--- config.mk ---
export PLATFORM = sky130hd
export DESIGN_NAME = seq_det_ctrl
export DESIGN_NICKNAME = d
export VERILOG_FILES = /design/src/rtl/seq_ctrl_pkg.sv /design/src/rtl/seq_match_core.sv /design/src/rtl/seq_det_ctrl.sv
export SDC_FILE = /design/constraint.sdc
export NUM_CORES = 1
export LEC_CHECK = 0
export ABC_AREA = 1
export BUFFER_PORTS_ARGS = -buffer_cell sky130_fd_sc_hd__buf_2
export CORE_UTILIZATION = 31
export CTS_CLUSTER_SIZE = 28
export DETAILED_ROUTE_END_ITERATION = 7
export GPL_ROUTABILITY_DRIVEN = 1
export PLACE_DENSITY = 0.48
export SYNTH_ARGS = -nofsm -noshare
export SYNTH_HDL_FRONTEND = slang
export SYNTH_SLANG_ARGS = --single-unit
--- constraint.sdc ---
create_clock -name clk -period 6.8 [get_ports clk]
set_clock_uncertainty 0.1 [all_clocks]
set_input_delay 1.36 -clock clk [delete_from_list [all_inputs] [get_ports clk]]
set_output_delay 1.36 -clock clk [all_outputs]
set_load 0.02 [all_outputs]
--- src/rtl/seq_ctrl_pkg.sv ---
`default_nettype none
// ============================================================================
// Module      : seq_ctrl_pkg
// Description : Shared state encodings and width helpers for the sequence
//               detection controller and its match core.
// Revision    : 1.0 - initial release
// ============================================================================
package seq_ctrl_pkg;

    localparam int c_ST_W = 2;

    localparam logic [c_ST_W-1:0] c_ST_IDLE = 2'd0;
    localparam logic [c_ST_W-1:0] c_ST_RUN  = 2'd1;
    localparam logic [c_ST_W-1:0] c_ST_DONE = 2'd2;

    // Width able to hold every legal pattern length 0..pat_w.
    function automatic int len_width(input int pat_w);
        return $clog2(pat_w + 1);
    endfunction

endpackage
`default_nettype wire

--- src/rtl/seq_match_core.sv ---
`default_nettype none
// ============================================================================
// Module      : seq_match_core
// Description : Serial history shift register with masked pattern compare.
//               hit is combinational for the beat presented this cycle.
// Revision    : 1.0 - initial release
// ============================================================================
module seq_match_core
    import seq_ctrl_pkg::*;
#(
    parameter int PAT_W = 8,
    parameter int LEN_W = len_width(8)
) (
    input  logic             clk,
    input  logic             rst,
    input  logic             clear,
    input  logic             beat,
    input  logic             bit_in,
    input  logic [PAT_W-1:0] pattern,
    input  logic [LEN_W-1:0] len,
    input  logic             overlap,
    output logic             hit
);

    logic [PAT_W-1:0] r_hist;
    logic [PAT_W-1:0] w_hist_nxt;
    logic [PAT_W-1:0] w_mask;
    logic [LEN_W-1:0] r_seen;
    logic [LEN_W-1:0] w_seen_nxt;

    assign w_hist_nxt = {r_hist[PAT_W-2:0], bit_in};
    assign w_seen_nxt = (r_seen == LEN_W'(PAT_W)) ? r_seen : r_seen + 1'b1;

    // Only the low len bits of the history take part in the compare.
    for (genvar gi = 0; gi < PAT_W; gi++) begin : g_mask
        assign w_mask[gi] = (32'(len) > gi);
    end

    assign hit = beat && (w_seen_nxt >= len) &&
                 (((w_hist_nxt ^ pattern) & w_mask) == '0);

    always_ff @(posedge clk) begin
        if (rst || clear) begin
            r_hist <= '0;
            r_seen <= '0;
        end else if (beat) begin
            if (hit && !overlap) begin
                r_hist <= '0;
                r_seen <= '0;
            end else begin
                r_hist <= w_hist_nxt;
                r_seen <= w_seen_nxt;
            end
        end
    end

endmodule
`default_nettype wire

--- src/rtl/seq_det_ctrl.sv ---
`default_nettype none
// ============================================================================
// Module      : seq_det_ctrl
// Description : Configures and sequences serial pattern detection over a
//               frame of N bits; pulses out per match, counts, flags done.
// Revision    : 1.0 - initial release
// ============================================================================
module seq_det_ctrl
    import seq_ctrl_pkg::*;
#(
    parameter  int PAT_W = 8,
    parameter  int CNT_W = 16,
    localparam int LEN_W = len_width(PAT_W)
) (
    input  logic             clk,
    input  logic             rst,
    input  logic             cfg_wr,
    input  logic [PAT_W-1:0] cfg_pattern,
    input  logic [LEN_W-1:0] cfg_len,
    input  logic             cfg_overlap,
    input  logic             start,
    input  logic [CNT_W-1:0] frame_len,
    input  logic             in_valid,
    input  logic             in,
    output logic             in_ready,
    output logic             busy,
    output logic             out,
    output logic [CNT_W-1:0] match_count,
    output logic             done,
    output logic             err
);

    logic [c_ST_W-1:0] r_state;
    logic [PAT_W-1:0]  r_pattern;
    logic [LEN_W-1:0]  r_len;
    logic              r_overlap;
    logic [CNT_W-1:0]  r_beats;
    logic [CNT_W-1:0]  r_frame_len;
    logic [CNT_W-1:0]  r_count;
    logic              r_out;
    logic              r_done;
    logic              r_err;

    logic              w_idle;
    logic              w_launch;
    logic              w_cfg_load;
    logic [LEN_W-1:0]  w_len;
    logic              w_len_ok;
    logic              w_beat;
    logic              w_hit;
    logic [CNT_W-1:0]  w_beats_nxt;

    assign w_idle      = (r_state == c_ST_IDLE);
    assign w_launch    = w_idle && start;
    assign w_cfg_load  = w_idle && cfg_wr;
    // A simultaneous cfg_wr takes effect before the launch legality check.
    assign w_len       = w_cfg_load ? cfg_len : r_len;
    assign w_len_ok    = (w_len != '0) && (w_len <= LEN_W'(PAT_W));
    assign w_beat      = in_valid && in_ready;
    assign w_beats_nxt = r_beats + 1'b1;

    assign in_ready    = (r_state == c_ST_RUN);
    assign busy        = !w_idle;
    assign out         = r_out;
    assign done        = r_done;
    assign err         = r_err;
    assign match_count = r_count;

    seq_match_core #(
        .PAT_W (PAT_W),
        .LEN_W (LEN_W)
    ) u_core (
        .clk     (clk),
        .rst     (rst),
        .clear   (w_launch),
        .beat    (w_beat),
        .bit_in  (in),
        .pattern (r_pattern),
        .len     (r_len),
        .overlap (r_overlap),
        .hit     (w_hit)
    );

    always_ff @(posedge clk) begin
        if (rst) begin
            r_state     <= c_ST_IDLE;
            r_pattern   <= '0;
            r_len       <= '0;
            r_overlap   <= 1'b0;
            r_beats     <= '0;
            r_frame_len <= '0;
            r_count     <= '0;
            r_out       <= 1'b0;
            r_done      <= 1'b0;
            r_err       <= 1'b0;
        end else begin
            r_out  <= w_hit;
            r_done <= 1'b0;
            r_err  <= 1'b0;

            if (w_hit && (r_count != '1)) begin
                r_count <= r_count + 1'b1;
            end

            if (w_cfg_load) begin
                r_pattern <= cfg_pattern;
                r_len     <= cfg_len;
                r_overlap <= cfg_overlap;
            end

            case (r_state)
                c_ST_IDLE: begin
                    if (start) begin
                        r_count     <= '0;
                        r_beats     <= '0;
                        r_frame_len <= frame_len;
                        if (w_len_ok && (frame_len != '0)) begin
                            r_state <= c_ST_RUN;
                        end else begin
                            r_state <= c_ST_DONE;
                            r_done  <= 1'b1;
                            r_err   <= 1'b1;
                        end
                    end
                end
                c_ST_RUN: begin
                    if (w_beat) begin
                        r_beats <= w_beats_nxt;
                        if (w_beats_nxt == r_frame_len) begin
                            r_state <= c_ST_DONE;
                            r_done  <= 1'b1;
                        end
                    end
                end
                c_ST_DONE: begin
                    r_state <= c_ST_IDLE;
                end
                default: begin
                    r_state <= c_ST_IDLE;
                end
            endcase
        end
    end

endmodule
`default_nettype wire

==> results.json, run 1 <==
{
  "synthSimpleGateAreaFrac_pct": 35.9,
  "p_seq_share_pct": 41.0,
  "r2r_cells": 16,
  "syn_nets": 682,
  "worst_slew_pin_slew_ps": 1220,
  "cts_resized": 0,
  "power_leakage_nw": 2.13,
  "cts_tree": "built",
  "post-route-drc-count": 0,
  "antenna_left": 0,
  "hold_class": "register to register",
  "slew_violations": 0,
  "worstPathRequired_ps": 6950,
  "hold_buffers": 0,
  "holdWs_ps": 374,
  "dp_slack_ps": 3420,
  "final.min_clock_period_ps": 3010,
  "syn_avg_cell_area_sq_um": 6.68,
  "min_from": "r_frame_len[14]",
  "synth_fa_ha_area_share_pct": 2.34,
  "fin_ws_ps": 3790,
  "dpl-instance-area_sq_mm": 0.00470,
  "fmax_mhz": 332,
  "grt_pass1_vias": 3948,
  "dpl.hpwl_mm": 8.58,
  "synth_warnings": 0,
  "synth-compound-area-share_pct": 14.7,
  "synth_mux_area_share_pct": 0,
  "numCtsBuffers": 9,
  "ios": 56,
  "p_int_w": 0.000872,
  "seq_area_frac_synth_pct": 36.1,
  "cp_max_fo": 15,
  "grt_max_degree": 37,
  "peakVddDrop_v": 0.000137,
  "drive_above_1_share_pct": 14.1,
  "htreeDepth": 3,
  "clock_latency_ps": 340,
  "numPortBuffers": 55,
  "core_area_sq_mm": 0.0133,
  "reg2reg_slack_ps": 3800,
  "syn2layout_area_growth_pct": 16.3,
  "path_clk_slew_ps": 60,
  "antenna_cells": 0,
  "hold_path_depth": 2,
  "cts-root-buf": "clkbuf_16",
  "grt_first_pass_wirelength_mm": 19.1,
  "finalHoldViolations": 0,
  "gp_congestion": 0.795,
  "die_h_um": 119,
  "wirelength_mm": 11.5,
  "start_util_pct": 32.0,
  "pwr-share-clk_pct": 33.0,
  "grt_overflow": 0,
  "antenna_found_initial": 0,
  "maxCapViolCount": 0,
  "critPathLaunchType": "primary input",
  "grt_usage_pct": 17.0,
  "finalSetupViolCount": 0,
  "cts_setup_buffers": 0,
  "regToRegStartpoint": "u_core.r_seen[0]",
  "status": "finished, final reports clean",
  "switching_share_pct": 35.0,
  "p_switching_w": 0.000470,
  "end_kind": "register",
  "syn_inst": 639,
  "die_w_um": 119,
  "relSlewSlack_pct": 18.7,
  "period_share_pct": 44.3,
  "cts_sinks": 77,
  "vias_per_cell": 4.80,
  "drt_first_pass_iters": 4,
  "wl_per_cell_um": 13.2,
  "tns_ps": 0,
  "worstPathArrival_ps": 3160,
  "nets": 732,
  "synth_top_family_by_area": "simple AND/OR/NAND/NOR gates",
  "rsz0062_at_grt": "no",
  "synth_xor_area_share_pct": 3.49,
  "ys_ff_latch": 77,
  "die-area_sq_mm": 0.0142,
  "drt_iter0_markers": 244,
  "netlist_area_sq_mm": 0.00427,
  "final_area_sq_mm": 0.00497,
  "pwr-share-comb_pct": 26.0,
  "vias": 4167,
  "holdPathEnd": "r_frame_len[14]",
  "cts_buffer_depth": 2,
  "r2r-end": "match_count[8]",
  "synth_cell_type_count": 37,
  "rows": 42,
  "worst-setup-path-type": "primary input to register",
  "power_density_mw_per_mm2": 270
}
[through the flow]
stage | utilization (%) | total power [W] | instances
global placement | 35.2 | 0.000905 | 854
finish | 37.2 | 0.00134 | 869
detailed placement | 35.2 | 0.000911 | 854
CTS | 37.2 | 0.00136 | 869
floorplan | - | 0.000803 | 639
global route | 37.2 | 0.00143 | 869
[critical path, cell delays in order]
cell and delay, ps:
buf_2 100, inv_1 70, nor2_1 50, buf_4 170
nor2_1 700, inv_1 430, nor3_1 270
[synth_stat cells, drive strengths merged]
cell type	n	area (sq um)
dfxtp	77	1540
o21bai	2	18.8
nand3b	6	45.0
o21a	1	7.51
inv	62	233
or2	7	43.8
clkbuf	12	45.0
buf	6	36.3
nand3	58	318
nor2	100	434
clkinv	2	7.51
a21oi	56	280
a22oi	1	7.51
o21ai	58	290
nand4	12	75.1
o211ai	2	15.0
nand2	143	554
a21o	1	7.51
nor4	1	21.3
ha	8	100
xor2	15	131
nor3	7	40.0
xnor2	2	17.5
[cells by family after synthesis]
family,count (synthesis)
simple gates,334
compound gates,121
buf+inv,82
flops,77
xor+xnor,17
fa+ha+maj,8
[power by group through the flow]
stage          clock (W)  combinational [W]  sequential [W]
2_1_floorplan          0           0.000252        0.000551
3_3_place_gp           0           0.000346        0.000559
3_5_place_dp           0           0.000352        0.000559
4_1_cts         0.000453           0.000354        0.000549
5_1_grt         0.000478           0.000398        0.000557
6_report        0.000443           0.000349        0.000549
[sequential cells by signal, indices dropped and copies added, names as in the netlist]
signal         cells
match_count       16
r_beats           16
r_frame_len       16
r_pattern          8
u_core.r_hist      7
r_len              4
u_core.r_seen      4
r_state            2
done               1
err                1
out                1
r_overlap          1
[worst max-delay path by stage]
stage                           from  slack, ps          endpoint  cells after the start
finish                         start       3790    match_count[2]                      7
CTS                 u_core.r_seen[0]       3760    match_count[8]                     16
detailed placement             start       3420    match_count[2]                      7
global route        u_core.r_seen[0]       3500    match_count[8]                     17
global placement               start       3480    match_count[2]                      7
floorplan                         in       4230  u_core.r_seen[0]                      9
[layout by cell type, fill, tap and decap left out, drive strengths merged]
cell and count:
inv 62, o21ai 58, ha 8, clkinv 4
o211ai 2, clkinvlp 2, nand2 143, nand3 58
clkbuf 11, a22oi 1, a21o 1, nand3b 6
xor2 15, o21bai 2, nor2 100, dfxtp 77
buf 57, nor4 1, or2 7, a21oi 56
nand4 12, xnor2 2, o21a 1, nor3 7
[routing by layer]
| layer | wire [um] | GRT usage (%) |
|---|---|---|
| met5 | 0 | 0 |
| met4 | 184 | 7.27 |
| met3 | 341 | 2.87 |
| met2 | 5170 | 27.0 |
| met1 | 5790 | 22.5 |
[area by class of cell]
cell class                      count  area [sq um]
Sequential cell                    77          1540
Tap cell                          176           220
Inverter                           64           240
Multi-Input combinational cell    480          2410
Clock buffer                       11           243
Timing Repair Buffer               57           290
Fill cell                        1449          8380
Clock inverter                      4          25.0
(Power assumes the default switching activity.)
==> run 2: changes to the inputs <==
- clock period: 6.8 -> 2.99 ns (I/O delays scaled with it)
==> run 2 against run 1 <==
Net effect:
- clock power rose to 2.5 times the previous value
- non-clock buffer count grew 6
- design area grew 1.4%
- sequential share of layout area is 0.43 points lower
- critical path depth up 8
- global-route usage hardly changed
- largest cell class unchanged
- largest power group unchanged
- highest routed layer unchanged
==> results.json, run 2 (synthesis gave the netlist of run 1 again) <==
{
  "status": "finished, final reports clean",
  "die_w_um": 119,
  "place_inst": 860,
  "fmax_mhz": 377,
  "crit_cells": 15,
  "drt_iter0_markers": 263,
  "grt_first_pass_wirelength_mm": 18.9,
  "antenna_cells": 0,
  "rows": 42,
  "worst-setup-path-type": "register to register",
  "cpPeakStageDelay_ps": 340,
  "relSlewSlack_pct": 53.9,
  "power_leakage_nw": 2.17,
  "end_kind": "register",
  "final_area_sq_mm": 0.00504,
  "nets": 738,
  "dpl.hpwl_mm": 8.34,
  "core_area_sq_mm": 0.0133,
  "cpMaxStageDelayCell": "dfxtp_1",
  "path_delay_family": "simple AND/OR/NAND/NOR gates",
  "cts_tree": "built",
  "critPathLaunchType": "register",
  "dp_slack_ps": 354,
  "crit_buf_inv": 3,
  "crit_chain": "inv_1 > ha_1 > nand2_1 > nor2_1 > xor2_1 > inv_1 > ha_1 > nand2_1 > nor2_1 > nor2_1 > nor2_1 > nand3_2 > buf_4 > or2_2 > a21oi_1",
  "path_clk_slew_ps": 60,
  "numPortBuffers": 55,
  "worstPathRequired_ps": 3170,
  "cts-root-buf": "clkbuf_16",
  "hold_path_depth": 2,
  "wl_per_cell_um": 12.8,
  "antenna_found_initial": 0,
  "antenna_left": 0,
  "cts_buffer_depth": 2,
  "die-area_sq_mm": 0.0142,
  "finalHoldViolations": 0,
  "tns_ps": 0,
  "cp_common_cell": "nor2_1",
  "slew_violations": 0,
  "total_power_w": 0.00317,
  "die_h_um": 119,
  "final.min_clock_period_ps": 2660,
  "finalSetupViolCount": 0,
  "start_util_pct": 32.0,
  "syn2layout_area_growth_pct": 18.0,
  "ios": 56,
  "cts_sinks": 77,
  "drive_above_1_share_pct": 14.7,
  "clock_latency_ps": 340,
  "hold_buffers": 0,
  "grt_max_degree": 27,
  "r2r_cells": 15,
  "vias_per_cell": 4.78,
  "drt_first_pass_iters": 5,
  "cp_max_fo": 17,
  "wirelength_mm": 11.2,
  "numCtsBuffers": 9,
  "cts_resized": 0,
  "hold_class": "register to register",
  "fin_ws_ps": 335,
  "dpl-instance-area_sq_mm": 0.00474,
  "cts_setup_buffers": 0,
  "post-route-drc-count": 0,
  "fill_cells": 1486,
  "maxCapViolCount": 0,
  "final_common_cell": "nand2_1",
  "rsz0062_at_grt": "no",
  "period_share_pct": 88.8,
  "htreeDepth": 3,
  "vias": 4180,
  "grt_overflow": 0,
  "final_cells": 875,
  "grt_pass1_vias": 3895,
  "worstPathArrival_ps": 2830,
  "grt_usage_pct": 16.9,
  "worst_slew_pin_slew_ps": 691,
  "gp_congestion": 0.847,
  "final_cell_mix": "140 x nand2_1, 88 x nor2_1, 77 x dfxtp_1, 59 x inv_1",
  "peakVddDrop_v": 0.000254,
  "power_density_mw_per_mm2": 629
}
run 2: cell types whose count changed in the layout (fill, tap and decap cells not counted):
cell	previous run	this run
buf_4	2	8
clkinv_2	2	0
bufinv_16	0	1
clkbuf_1	1	2
clkinv_4	0	1
clkinvlp_4	2	1
run 2: power by group:
part / switching [W] / leakage [nW] / internal [W] / total [W]
logic: 0.000542 / 1.40 / 0.000269 / 0.000811
registers: 0.0000925 / 0.628 / 0.00116 / 0.00125
clock network: 0.000439 / 0.139 / 0.000667 / 0.00111
run 2: path summary, 6_finish.rpt:
path	from	end	slack, ps
max reg2reg	u_core.r_seen[0]	match_count[0]	330
max	u_core.r_seen[0]	match_count[0]	330
min reg2reg	r_frame_len[13]	r_frame_len[13]	380
min	r_frame_len[13]	r_frame_len[13]	380
run 2: area by class of cell:
cell class              count  area, sq um  share of cell area, %
clock buffers              12          246                   4.89
clock inverters             3         46.3                  0.919
inverters                  64          240                   4.77
multi-input cells         480         2410                   47.8
flip-flops and latches     77         1540                   30.6
well taps                 176          220                   4.37
repair buffers             63          335                   6.66
run 2: stage by stage:
step / utilization, % / hold WS (ps)
2_1_floorplan: - / 344
3_3_place_gp: 35.5 / 360
3_5_place_dp: 35.5 / 368
4_1_cts: 37.7 / 375
5_1_grt: 37.7 / 401
6_report: 37.7 / 377
run 2: worst register-to-register path: cells and delay by family, from the launching register on:
| family | cells | cell delay [ps] |
|---|---|---|
| xor+xnor | 1 | 210 |
| flops | 1 | 340 |
| simple gates | 8 | 1030 |
| fa+ha+maj | 2 | 410 |
| buf+inv | 3 | 390 |
| compound gates | 1 | 110 |
run 2: metal layers:
metal / vias up / global-route usage (%) / share of wire, %
li1: 2209 / - / -
met4: 0 / 7.97 / 1.9
met5: - / 0 / 0
met1: 1870 / 22.4 / 50
met2: 87 / 26.7 / 44
met3: 14 / 2.97 / 4.3
==> run 3: changes to the inputs <==
- ABC_CLOCK_PERIOD_IN_PS: unset -> 2990
- PLACE_DENSITY: 0.48 -> 0.58
- SKIP_CTS_REPAIR_TIMING: unset -> 1
==> run 3 against run 2 <==
Net effect:
- sequential share of layout area decreased by 0.16 points
- utilization up 0.20 points
- via count fell by 1.3%
- largest cell class unchanged
- largest power group unchanged
==> results.json, run 3 (synthesis gave the netlist of run 1 again) <==
{
  "status": "finished, final reports clean",
  "fill_cells": 1475,
  "grt_overflow": 0,
  "pwr-share-clk_pct": 35.2,
  "maxCapViolCount": 0,
  "die_w_um": 119,
  "peakVddDrop_v": 0.000290,
  "grt_pass1_vias": 3773,
  "drive_above_1_share_pct": 15.5,
  "cts-root-buf": "clkbuf_16",
  "antenna_left": 0,
  "final_util_pct": 37.9,
  "relSlewSlack_pct": 54.9,
  "worstPathArrival_ps": 2760,
  "cts_sinks": 77,
  "vias_per_cell": 4.70,
  "path_clk_slew_ps": 70,
  "start_util_pct": 32.0,
  "syn2layout_area_growth_pct": 18.6,
  "tns_ps": 0,
  "core_area_sq_mm": 0.0133,
  "fmax_mhz": 387,
  "power_leakage_nw": 2.18,
  "grt_first_pass_wirelength_mm": 18.0,
  "pwr-share-comb_pct": 25.9,
  "power_density_mw_per_mm2": 631,
  "end_kind": "register",
  "period_share_pct": 86.5,
  "drt_iter0_markers": 152,
  "vias": 4125,
  "ios": 56,
  "finalHoldViolations": 0,
  "dpl.hpwl_mm": 7.83,
  "wl_met3_um": 395,
  "cp_max_fo": 15,
  "finalSetupViolCount": 0,
  "p_int_w": 0.00209,
  "cts_buffer_depth": 2,
  "worst-setup-path-type": "register to register",
  "nets": 739,
  "hold_class": "register to register",
  "cts_tree": "built",
  "rows": 42,
  "p_switching_w": 0.00111,
  "wl_met1_mm": 5.25,
  "reg2reg_slack_ps": 410,
  "numPortBuffers": 55,
  "final.min_clock_period_ps": 2580,
  "wirelength_mm": 10.6,
  "final_common_cell": "nand2_1",
  "critPathLaunchType": "register",
  "numCtsBuffers": 9,
  "rsz0062_at_grt": "no",
  "drt_first_pass_iters": 4,
  "dpl-instance-area_sq_mm": 0.00475,
  "switching_share_pct": 34.8,
  "final_area_sq_mm": 0.00506,
  "final_cell_mix": "140 x nand2_1, 86 x nor2_1, 77 x dfxtp_1, 59 x inv_1",
  "grt_max_degree": 27,
  "wl_met2_mm": 4.75,
  "place_inst": 861,
  "wl_per_cell_um": 12.0,
  "worstPathRequired_ps": 3170,
  "gp_congestion": 0.768,
  "antenna_cells": 0,
  "htreeDepth": 3,
  "slew_violations": 0,
  "die-area_sq_mm": 0.0142,
  "worst_slew_pin_slew_ps": 676,
  "highest_layer": "met4",
  "die_h_um": 119,
  "final_cells": 877,
  "antenna_found_initial": 0,
  "post-route-drc-count": 0,
  "grt_usage_pct": 16.0,
  "clock_latency_ps": 340,
  "p_seq_share_pct": 38.9
}
run 3: cell count changes in the layout (fill, tap and decap cells not counted), sizes merged:
cell,change
inv,+2
buf,+1
clkinv,+2
clkbuf,-3
run 3: per-layer routing:
| layer | vias up | track usage (%) |
|---|---|---|
| met5 | - | 0 |
| met4 | 0 | 7.42 |
| met1 | 1834 | 21.5 |
| li1 | 2205 | - |
| met2 | 77 | 25.3 |
| met3 | 9 | 2.39 |
run 3: through the flow:
| stage | power (W) | setup slack, ps | hold WS, ps |
|---|---|---|---|
| final | 0.00320 | 405 | 375 |
| after global routing | 0.00341 | 83.8 | 392 |
| after detailed placement | 0.00209 | 259 | 370 |
| after CTS | 0.00322 | 257 | 378 |
| after floorplan | 0.00183 | 651 | 344 |
| after global placement | 0.00208 | 364 | 366 |
run 3: power groups by stage:
stage / clock network, W / registers (W) / logic (W)
after floorplan: 0 / 0.00125 / 0.000573
after detailed placement: 0 / 0.00127 / 0.000820
final: 0.00112 / 0.00124 / 0.000829
after CTS: 0.00115 / 0.00124 / 0.000826
after global routing: 0.00119 / 0.00126 / 0.000956
after global placement: 0 / 0.00127 / 0.000818
run 3: layout make-up:
cell class,count,area (sq um),share of cell area (%)
clock buffers,9,225,4.45
well taps,176,220,4.35
multi-input cells,480,2420,47.8
clock inverters,7,73.8,1.46
repair buffers,64,343,6.77
flip-flops and latches,77,1540,30.4
inverters,64,240,4.74
run 3: worst max-delay path, cell delays in order (launching register included):
cell     delay, ps
dfxtp_1        340
inv_1           90
ha_1           150
nand2_1         50
nor2_1         140
xor2_1         210
inv_1           60
ha_1           170
inv_1           50
a21oi_1         50
o21ai_0        140
nor2_1          70
nor2_2         190
nand3_4        190
buf_4          210
or2_1          210
a21oi_1        110
run 3: worst paths after layout:
path               startpoint              end  cells after the start
max reg2reg  u_core.r_seen[0]   match_count[4]                     16
min           r_frame_len[13]  r_frame_len[13]                      2
max          u_core.r_seen[0]   match_count[4]                     16
min reg2reg   r_frame_len[13]  r_frame_len[13]                      2
